[config.mk]
export PLATFORM = sky130hd
export DESIGN_NAME = code_lock_fsm
export DESIGN_NICKNAME = d
export VERILOG_FILES = /design/src/rtl/code_lock_pkg.sv /design/src/rtl/code_lock_fsm_timer.sv /design/src/rtl/code_lock_fsm.sv
export SDC_FILE = /design/constraint.sdc
export NUM_CORES = 1
export LEC_CHECK = 0
export ABC_CLOCK_PERIOD_IN_PS = 2050
export BUFFER_PORTS_ARGS = -buffer_cell sky130_fd_sc_hd__buf_2
export CAP_MARGIN = 20
export CORE_ASPECT_RATIO = 1.1
export CORE_MARGIN = 4
export CORE_UTILIZATION = 30
export DETAILED_ROUTE_END_ITERATION = 12
export RECOVER_POWER = 25
export SETUP_SLACK_MARGIN = 0.5
export SLEW_MARGIN = 5
export SYNTH_ARGS = -nofsm -noshare
export SYNTH_HDL_FRONTEND = slang
export SYNTH_SLANG_ARGS = --single-unit
[constraint.sdc]
create_clock -name Clk -period 2.05 [get_ports Clk]
set_input_delay 0.5125 -clock Clk [delete_from_list [all_inputs] [get_ports Clk]]
set_output_delay 0.5125 -clock Clk [all_outputs]
set_load 0.01 [all_outputs]
[src/rtl/code_lock_pkg.sv]
// ---------------------------------------------------------------------------
// code_lock_pkg
// Shared definitions for the serial code-lock controller: the controller
// state encoding and small helpers for sizing counters.
// ---------------------------------------------------------------------------
package code_lock_pkg;

  typedef enum logic [1:0] {
    ENTRY   = 2'b00,
    OPEN    = 2'b01,
    FAIL    = 2'b10,
    LOCKOUT = 2'b11
  } lock_state_t;

  // Bits needed to hold any value 0..max_val (at least one bit).
  function automatic int cnt_width(input int max_val);
    return (max_val < 1) ? 1 : $clog2(max_val + 1);
  endfunction

  // The one shared timer must cover the longer of the two timed windows.
  function automatic int timer_width(input int open_cycles, input int lockout_cycles);
    return cnt_width((open_cycles > lockout_cycles) ? open_cycles : lockout_cycles);
  endfunction

endpackage

[src/rtl/code_lock_fsm_timer.sv]
// ---------------------------------------------------------------------------
// lock_timer
// Load/decrement down-counter shared by the OPEN window and the lockout.
// The controller loads N-1 on entering a timed state, so the state lasts
// exactly N cycles ending on the cycle the count is zero.
// Ports:
//   Clk, Rst   clock, synchronous active-high reset (count -> 0)
//   load       load load_val this edge (has priority over counting)
//   en         count down while nonzero
//   load_val   value to load
//   done       count is zero
// ---------------------------------------------------------------------------
module lock_timer #(
  parameter int W = 4
) (
  input  logic         Clk,
  input  logic         Rst,
  input  logic         load,
  input  logic         en,
  input  logic [W-1:0] load_val,
  output logic         done
);

  logic [W-1:0] count;

  // Down-counter that parks at zero until it is reloaded.
  always_ff @(posedge Clk) begin
    if (Rst) begin
      count <= '0;
    end else if (load) begin
      count <= load_val;
    end else if (en && (count != '0)) begin
      count <= count - W'(1);
    end
  end

  assign done = (count == '0);

endmodule

[src/rtl/code_lock_fsm.sv]
// ---------------------------------------------------------------------------
// code_lock_fsm
// Serial code-lock controller. One key bit arrives per Key_valid strobe and
// is compared against the stored code, MSB first. A full correct entry opens
// the lock for OPEN_CYCLES; a wrong entry costs a try, and running out of
// tries triggers a LOCKOUT_CYCLES lockout.
//
// Optional feature macro: CODE_LOCK_PROG_EN
//   defined   -> Prog_load / New_code ports; code reprogrammable while open
//   undefined -> code is the constant CODE
//
// Ports:
//   Clk, Rst     clock, synchronous active-high reset
//   Key_valid    key press present this cycle
//   B            key value, sampled when Key_valid=1
//   Relock       abort partial entry / close the lock early
//   Prog_load    (CODE_LOCK_PROG_EN) load New_code while open
//   New_code     (CODE_LOCK_PROG_EN) replacement code
//   Out          lock open
//   Err          wrong entry or lockout
//   Locked_out   lockout active
//   Tries_left   remaining attempts
// ---------------------------------------------------------------------------
module code_lock_fsm
  import code_lock_pkg::*;
#(
  parameter int                CODE_LEN       = 4,
  parameter logic [CODE_LEN-1:0] CODE         = 4'b1010,
  parameter int                MAX_TRIES      = 3,
  parameter int                OPEN_CYCLES    = 8,
  parameter int                LOCKOUT_CYCLES = 16
) (
  input  logic                               Clk,
  input  logic                               Rst,
  input  logic                               Key_valid,
  input  logic                               B,
  input  logic                               Relock,
`ifdef CODE_LOCK_PROG_EN
  input  logic                               Prog_load,
  input  logic [CODE_LEN-1:0]                New_code,
`endif
  output logic                               Out,
  output logic                               Err,
  output logic                               Locked_out,
  output logic [$clog2(MAX_TRIES+1)-1:0]     Tries_left
);

  localparam int KW  = cnt_width(CODE_LEN);
  localparam int TW  = $clog2(MAX_TRIES + 1);
  localparam int TMW = timer_width(OPEN_CYCLES, LOCKOUT_CYCLES);

  lock_state_t       state;
  logic [KW-1:0]     key_cnt;
  logic              miss;
  logic [CODE_LEN-1:0] code_w;
  logic              exp_bit;
  logic              key_take;
  logic              last_key;
  logic              entry_ok;
  logic              entry_bad;
  logic              lock_enter;
  logic              tmr_load;
  logic [TMW-1:0]    tmr_val;
  logic              tmr_en;
  logic              tmr_done;

`ifdef CODE_LOCK_PROG_EN
  logic [CODE_LEN-1:0] code_q;

  // Programmable code: only reloadable while the lock is open, so a
  // stranger cannot change it without first knowing the current code.
  always_ff @(posedge Clk) begin
    if (Rst) begin
      code_q <= CODE;
    end else if ((state == OPEN) && Prog_load) begin
      code_q <= New_code;
    end
  end

  assign code_w = code_q;
`else
  assign code_w = CODE;
`endif

  // Select the code bit for the current key position; the first key
  // is compared with the MSB.
  always_comb begin
    exp_bit = 1'b0;
    for (int i = 0; i < CODE_LEN; i++) begin
      if (int'(key_cnt) == (CODE_LEN - 1 - i)) begin
        exp_bit = code_w[i];
      end
    end
  end

  // Relock beats a simultaneous key, so the key is only taken without it.
  assign key_take   = (state == ENTRY) && Key_valid && !Relock;
  assign last_key   = (key_cnt == KW'(CODE_LEN - 1));
  assign entry_ok   = key_take && last_key && !miss && (B == exp_bit);
  assign entry_bad  = key_take && last_key && (miss || (B != exp_bit));
  assign lock_enter = (state == FAIL) && (Tries_left == '0);

  // The timer is loaded on the same edge that enters OPEN or LOCKOUT.
  assign tmr_load = entry_ok || lock_enter;
  assign tmr_val  = entry_ok ? TMW'(OPEN_CYCLES - 1) : TMW'(LOCKOUT_CYCLES - 1);
  assign tmr_en   = (state == OPEN) || (state == LOCKOUT);

  lock_timer #(.W(TMW)) u_timer (
    .Clk      (Clk),
    .Rst      (Rst),
    .load     (tmr_load),
    .en       (tmr_en),
    .load_val (tmr_val),
    .done     (tmr_done)
  );

  // Controller state, entry tracking and registered Moore outputs. The
  // outputs are written alongside every state change so they always
  // reflect the state held in the register.
  always_ff @(posedge Clk) begin
    if (Rst) begin
      state      <= ENTRY;
      key_cnt    <= '0;
      miss       <= 1'b0;
      Out        <= 1'b0;
      Err        <= 1'b0;
      Locked_out <= 1'b0;
      Tries_left <= TW'(MAX_TRIES);
    end else begin
      case (state)
        ENTRY: begin
          if (Relock) begin
            key_cnt <= '0;
            miss    <= 1'b0;
          end else if (Key_valid) begin
            if (last_key) begin
              key_cnt <= '0;
              miss    <= 1'b0;
              if (entry_ok) begin
                state      <= OPEN;
                Out        <= 1'b1;
                Tries_left <= TW'(MAX_TRIES);
              end else begin
                state <= FAIL;
                Err   <= 1'b1;
                if (Tries_left != '0) begin
                  Tries_left <= Tries_left - TW'(1);
                end
              end
            end else begin
              // Mismatches are remembered but not reported until the
              // entry is complete, so the wrong position is not leaked.
              key_cnt <= key_cnt + KW'(1);
              miss    <= miss | (B != exp_bit);
            end
          end
        end

        OPEN: begin
          if (Relock || tmr_done) begin
            state <= ENTRY;
            Out   <= 1'b0;
          end
        end

        FAIL: begin
          if (lock_enter) begin
            state      <= LOCKOUT;
            Locked_out <= 1'b1;
          end else begin
            state <= ENTRY;
            Err   <= 1'b0;
          end
        end

        LOCKOUT: begin
          if (tmr_done) begin
            state      <= ENTRY;
            Err        <= 1'b0;
            Locked_out <= 1'b0;
            Tries_left <= TW'(MAX_TRIES);
          end
        end

        default: begin
          state <= ENTRY;
        end
      endcase
    end
  end

endmodule

==> reports/metrics.cfg, run 1 <==
[cells_and_area]
diodes = 0
final_common_cell = dfxtp_1
final_cell_mix = dfxtp_1 (11), inv_1 (7), nor2_1 (7), buf_4 (7)
layout.cells.non_filler = 158
syn2layout_area_growth_pct = 22.7
drive_above_1_share_pct = 33.9
layout.nets = 140
final_area_sq_mm = 0.00121

[placement]
dp.cells = 149
numPortBuffers = 9
hpwl_um = 1490
placed_cell_area_sq_mm = 0.00108
place.gp.congestion = 0.788

[pwr]
combPwrFrac_pct = 51.3
p_leak_nw = 0.488
clock_power_share_pct = 13.8
switchingPower_w = 0.000489
p_int_w = 0.000732
seqPwrFrac_pct = 34.9
p_sw_share_pct = 40.1
p_per_area_mw_per_mm2 = 1010
max-vdd-ir-drop_uv = 322

[critical_path]
cp-startpoint = state[0]
path_class = flop to flop
cp-start-kind = flop
cp_data_arrival_time_ps = 1860
r2r_start = state[0]
required_ps = 2270
path_max_fanout = 5
crit_path_end_kind = flop

[detailed_routing]
first_iter_violations = 35
route.detailed.drc = 0
route.antenna.remaining_nets = 0
dr.pass1.iters = 4
routed_wl_um = 2080
wire_per_inst_um = 13.2
vias = 836
vias_per_cell = 5.29

[timing]
grt_setup_unrepaired = yes
hold_viol = 0
slew_headroom_pct = 71.9
period_share_pct = 79.6
setup_viol = 0
maxSlewViolCount = 0
tns_ps = 0
skew_ps = 7.11
tightest_slew_ps = 415
min_period_ps = 1630
fin_hold_ws_ps = 499
max_freq_ghz = 0.613

[logic_synthesis]
synth_edf_count = 0
synthDistinctLibCells = 38
syn-cell-area_sq_um = 986
seq_area_frac_synth_pct = 32.5
synth_nets = 123
synthCells = 109
ys.flop_type = dfxtp_1
synthArstFlopShare_pct = 0
avgSynthCellArea_sq_um = 9.05
yosys_register_bits = 16
yosysWarningCount = 0

[floorplan]
start_util_pct = 31.8
core_area_sq_mm = 0.00310
fp.dieH_um = 68.1
ioPinCount = 10
rows = 21
dieArea_sq_mm = 0.00427
die_w_um = 62.7

[worst_hold_path]
holdCritPathClass = flop to flop
min_from = Locked_out

[grt]
grt_overflow = 0
grt_pass1_wl_um = 3510
gr-usage-all-layers_pct = 10.2
grt_pass1_vias = 841
antenna_found_initial = 0
grt_start_max_net_pins = 17

[status]
status = completed

[job]
drv_cap = 0

[clocking]
htree_levels = 1
clock-sinks = 16
ctsRootBufferMaster = clkbuf_4
cts.clk_slew.worst_paths_ps = 100
clkLatencyLatePin_ps = 280
cts_buffers = 3
cts_tree = done
cts_buffer_depth = 2

## layout make-up
| type | instances | area (sq um) |
|---|---|---|
| Multi-Input combinational cell | 79 | 682 |
| Tap cell | 34 | 42.5 |
| Inverter | 10 | 40.0 |
| Sequential cell | 16 | 329 |
| Timing Repair Buffer | 16 | 93.8 |
| Fill cell | 313 | 1890 |
| Clock buffer | 3 | 22.5 |
## power by group through the flow
| stage | Clock [W] | Sequential, W | Combinational [W] |
|---|---|---|---|
| 2_1_floorplan | 0 | 0.000420 | 0.000423 |
| 3_3_place_gp | 0 | 0.000418 | 0.000540 |
| 3_5_place_dp | 0 | 0.000419 | 0.000547 |
| 4_1_cts | 0.000171 | 0.000418 | 0.000605 |
| 5_1_grt | 0.000179 | 0.000433 | 0.000695 |
| 6_report | 0.000168 | 0.000427 | 0.000626 |
## metal layers
| metal | GRT usage [%] | wire length (um) |
|---|---|---|
| met1 | 11.7 | 985 |
| met2 | 19.8 | 1040 |
| met3 | 1.15 | 54 |
| met4 | 3.31 | 0 |
| met5 | 0 | 0 |
## logic make-up after synthesis
kind of cell,after synthesis,synth area share [%]
multiplexers,3,3.05
AO/OA/AOI/OAI,33,27.2
flip-flops,16,32.5
AND/OR/NAND/NOR,30,17.0
buffers and inverters,14,5.33
adder cells (fa/ha/maj),9,11.4
XOR/XNOR,4,3.55
## sequential cells by signal, summed over array words and instances (netlist names)
register	count
u_timer.count	5
key_cnt	3
Tries_left	2
Locked_out	1
state	2
Err	1
Out	1
miss	1
## what timing repair did
item                                    4_1_cts  5_1_grt
pin swaps                                    11        4
gates resized for setup                      13       11
hold buffers                                  0        0
endpoints found under the setup margin       12       12
hold endpoints to repair                      0        0
setup buffers                                 6        0
## path summary, 6_finish.rpt
check / cells after the start / to / slack [ps]
setup / recovery: 6 / Tries_left[1] / 420
hold / removal: 2 / Locked_out / 500
setup reg to reg: 6 / Tries_left[1] / 420
hold reg to reg: 2 / Locked_out / 500
## stage by stage
stage	setup WS (ps)	total power, W	util, %
floorplan	341	0.000842	-
global placement	162	0.000958	34.7
detailed placement	88.4	0.000966	34.7
CTS	428	0.00119	38.2
global route	292	0.00131	39.0
finish	419	0.00122	39.0
## cell usage after synthesis (2+ instances only)
cell type	n	area share, %
mux2i_1	3	3.0
nand2_1	6	2.3
a21oi_1	7	3.6
o21ai_0	4	2.0
clkbuf_1	4	1.5
nor2b_1	2	1.3
a311oi_1	2	1.8
nand3b_1	2	1.5
o21bai_1	2	1.5
or2_2	2	1.3
xor2_1	2	1.8
nand2b_1	2	1.3
inv_1	10	3.8
a22oi_1	2	1.5
and3_1	3	1.9
dfxtp_1	16	32
o211ai_1	3	2.3
nor2_1	7	2.7
ha_1	9	11
xnor2_1	2	1.8
a31oi_1	2	1.3
## worst max-delay path, cell delays in order, from the launching register on
cell	delay (ps)
dfxtp_1	360
inv_1	150
ha_4	160
nand3b_1	150
a2111o_1	430
and3_1	210
mux2i_1	110
(Power assumes the default switching activity.)
==> run 2: changes to the inputs <==
Settings changed: ABC_AREA set to 1, ABC_CLOCK_PERIOD_IN_PS 2050 to 1500.
Clock period 2.05 ns to 1.5 ns, I/O delays scaled along.
==> reports/metrics.cfg, run 2 <==
[status]
status = completed

[cells_and_area]
largest_register_ff_count = 5
syn2layout_area_growth_pct = 44.6
seq_area_sq_um = 337
n_fill_cell = 374
final_common_cell = nand2_1
final_util_pct = 44.6
drive_above_1_share_pct = 43.7
reg_top3 = u_timer.count (5), key_cnt (3)
final_area_sq_mm = 0.00162
final_cell_mix = nand2_1 (30), inv_1 (21), nor2_1 (13), nand3_1 (13), buf_4 (12)
diodes = 0
max_flop_register = u_timer.count
multiInputGateArea_sq_um = 863
layout.cells.non_filler = 240
layout.nets = 205

[critical_path]
critical_path.max_stage_delay_ps = 340
path_cells = inv_2 -> ha_4 -> inv_2 -> nor2_2 -> nand2_2 -> buf_4 -> o21ai_4 -> or2_1 -> a31oi_1
r2r_start = u_timer.count[0]
path_common_cell = inv_2
crit_path_end_kind = flop
path_class = flop to flop
critPathSlowestCell = dfxtp_2
required_ps = 1670
regToRegSetupSlack_ps = 110
reg2regPathDepth = 9
cp-start-kind = flop
path_max_fanout = 7
cp_data_arrival_time_ps = 1560
worst_r2r_endpoint = u_timer.count[1]

[detailed_routing]
first_iter_violations = 40
wire_per_inst_um = 11.1
vias = 1081
route.detailed.drc = 0
vias_per_cell = 4.50
route.antenna.remaining_nets = 0
routed_wl_um = 2670
dr.pass1.iters = 4

[placement]
hpwl_um = 1830
numPortBuffers = 9
place.gp.congestion = 0.770
placed_cell_area_sq_mm = 0.00131
post-place-ws_ps = 46.7
dp.cells = 223

[worst_hold_path]
min_from = Rst
worstHoldEndpoint = Tries_left[0]
holdCritPathClass = primary input to flop
min_delay_path_depth = 3

[logic_synthesis]
synth_commonest_cells = nand2_1 (34), inv_1 (27), nor2_1 (17)
yosysMostFrequentCell = nand2_1
synthCells = 162
yosys_register_bits = 16
synthArstFlopShare_pct = 0
yosysWarningCount = 0
synthDistinctLibCells = 26
synth_nets = 176
ys_top_cells_by_area = dfxtp_1 (29%), nand2_1 (11%), ha_1 (10%), inv_1 (9.1%), nand3_1 (6.3%)
avgSynthCellArea_sq_um = 6.90
synthDominantCellAreaShare_pct = 28.6
seq_area_frac_synth_pct = 28.6
synth_top_cell_by_area = dfxtp_1
ys.flop_type = dfxtp_1
synth_edf_count = 0
syn-cell-area_sq_mm = 0.00112

[grt]
grt_start_max_net_pins = 11
grt_overflow = 0
grt_pass1_wl_um = 4670
antenna_found_initial = 0
gr-usage-all-layers_pct = 12.2
grt_pass1_vias = 1089

[timing]
setup_viol = 0
slew_headroom_pct = 81.6
maxSlewViolCount = 0
max_freq_ghz = 0.719
grt_setup_unrepaired = yes
skew_ps = 7.09
hold_viol = 0
post-route-worst-setup-slack_ps = 109
period_share_pct = 92.7
min_period_ps = 1390
tightest_slew_ps = 276

[clocking]
htree_levels = 1
clkLatencyLatePin_ps = 250
clock-sinks = 16
cts_buffer_depth = 2
cts.clk_slew.worst_paths_ps = 70
cts_tree = done
ctsRootBufferMaster = clkbuf_8
cts_buffers = 3

[job]
drv_cap = 0

[pwr]
p_leak_nw = 0.721
max-vdd-ir-drop_uv = 385
p_per_area_mw_per_mm2 = 637

[floorplan]
start_util_pct = 30.8
dieArea_sq_mm = 0.00477
die_w_um = 66.2
fp.dieH_um = 72.0
core_area_sq_mm = 0.00363
rows = 23
ioPinCount = 10

==> run 2: cell types whose count changed after synthesis, sizes merged, moves of 16 or more <==
cell   previous run  this run
inv              10        27
nand3             1        18
nor2              7        23
nand2             6        38
==> run 2: repair_timing <==
item	4_1_cts	5_1_grt
pin swaps	16	10
gates cloned	1	0
endpoints found under the setup margin	21	21
setup buffers	8	4
gates resized for setup	25	16
hold buffers	0	0
==> run 2: cell type report <==
class | instances | share of cell area, %
multi-input combinational | 119 | 53.4
tap | 50 | 3.87
clock buffer | 4 | 2.78
sequential | 16 | 20.8
timing repair buffer | 24 | 12.5
inverter | 27 | 6.73
==> run 2: where the power goes <==
part	switching (W)	total [W]	internal, W
Sequential	0.0000135	0.000452	0.000439
Clock	0.000157	0.000345	0.000188
Combinational	0.000126	0.000233	0.000108
Total	0.000296	0.00103	0.000735
==> run 2: per-layer routing <==
metal  share of wire [%]  vias up  global-route usage (%)
met3                 2.1        5                    1.86
met2                  53       10                    21.4
met4                0.64        0                    3.16
met5                   0        -                       0
met1                  44      490                    15.5
li1                    -      576                       -
==> run 2: logic make-up after synthesis <==
family                     Yosys count  synth area share, %
and+or+nand+nor                     87                 39.4
buffers and inverters               28                 9.40
AOI/OAI and AO/OA                   21                 11.7
xor gates and xnor gates             1                0.783
DFF                                 16                 28.6
adders and majority gates            9                 10.1
==> run 2: worst max path at each step <==
stage,startpoint,to,slack [ps],depth (start not counted)
floorplan,state[1],Tries_left[0],180,9
global placement,Relock,Tries_left[1],80,9
detailed placement,Relock,Tries_left[0],50,9
CTS,u_timer.count[0],Err,80,11
global route,u_timer.count[1],Err,-0.3,12
finish,u_timer.count[0],u_timer.count[1],110,9
==> run 2: metrics by stage <==
step                TNS, ps  power (W)  hold WS, ps
finish                    0    0.00103          456
global route         -0.299    0.00109          483
CTS                       0    0.00101          441
detailed placement        0   0.000633          459
global placement          0   0.000633          457
floorplan                 0   0.000588          449
==> run 2: worst max-delay path: cells and delay by family, from the launching register on <==
family / cells / cell delay (ps)
adders and majority gates: 1 / 150
DFF: 1 / 340
AOI/OAI and AO/OA: 2 / 230
and+or+nand+nor: 3 / 360
buffers and inverters: 3 / 230
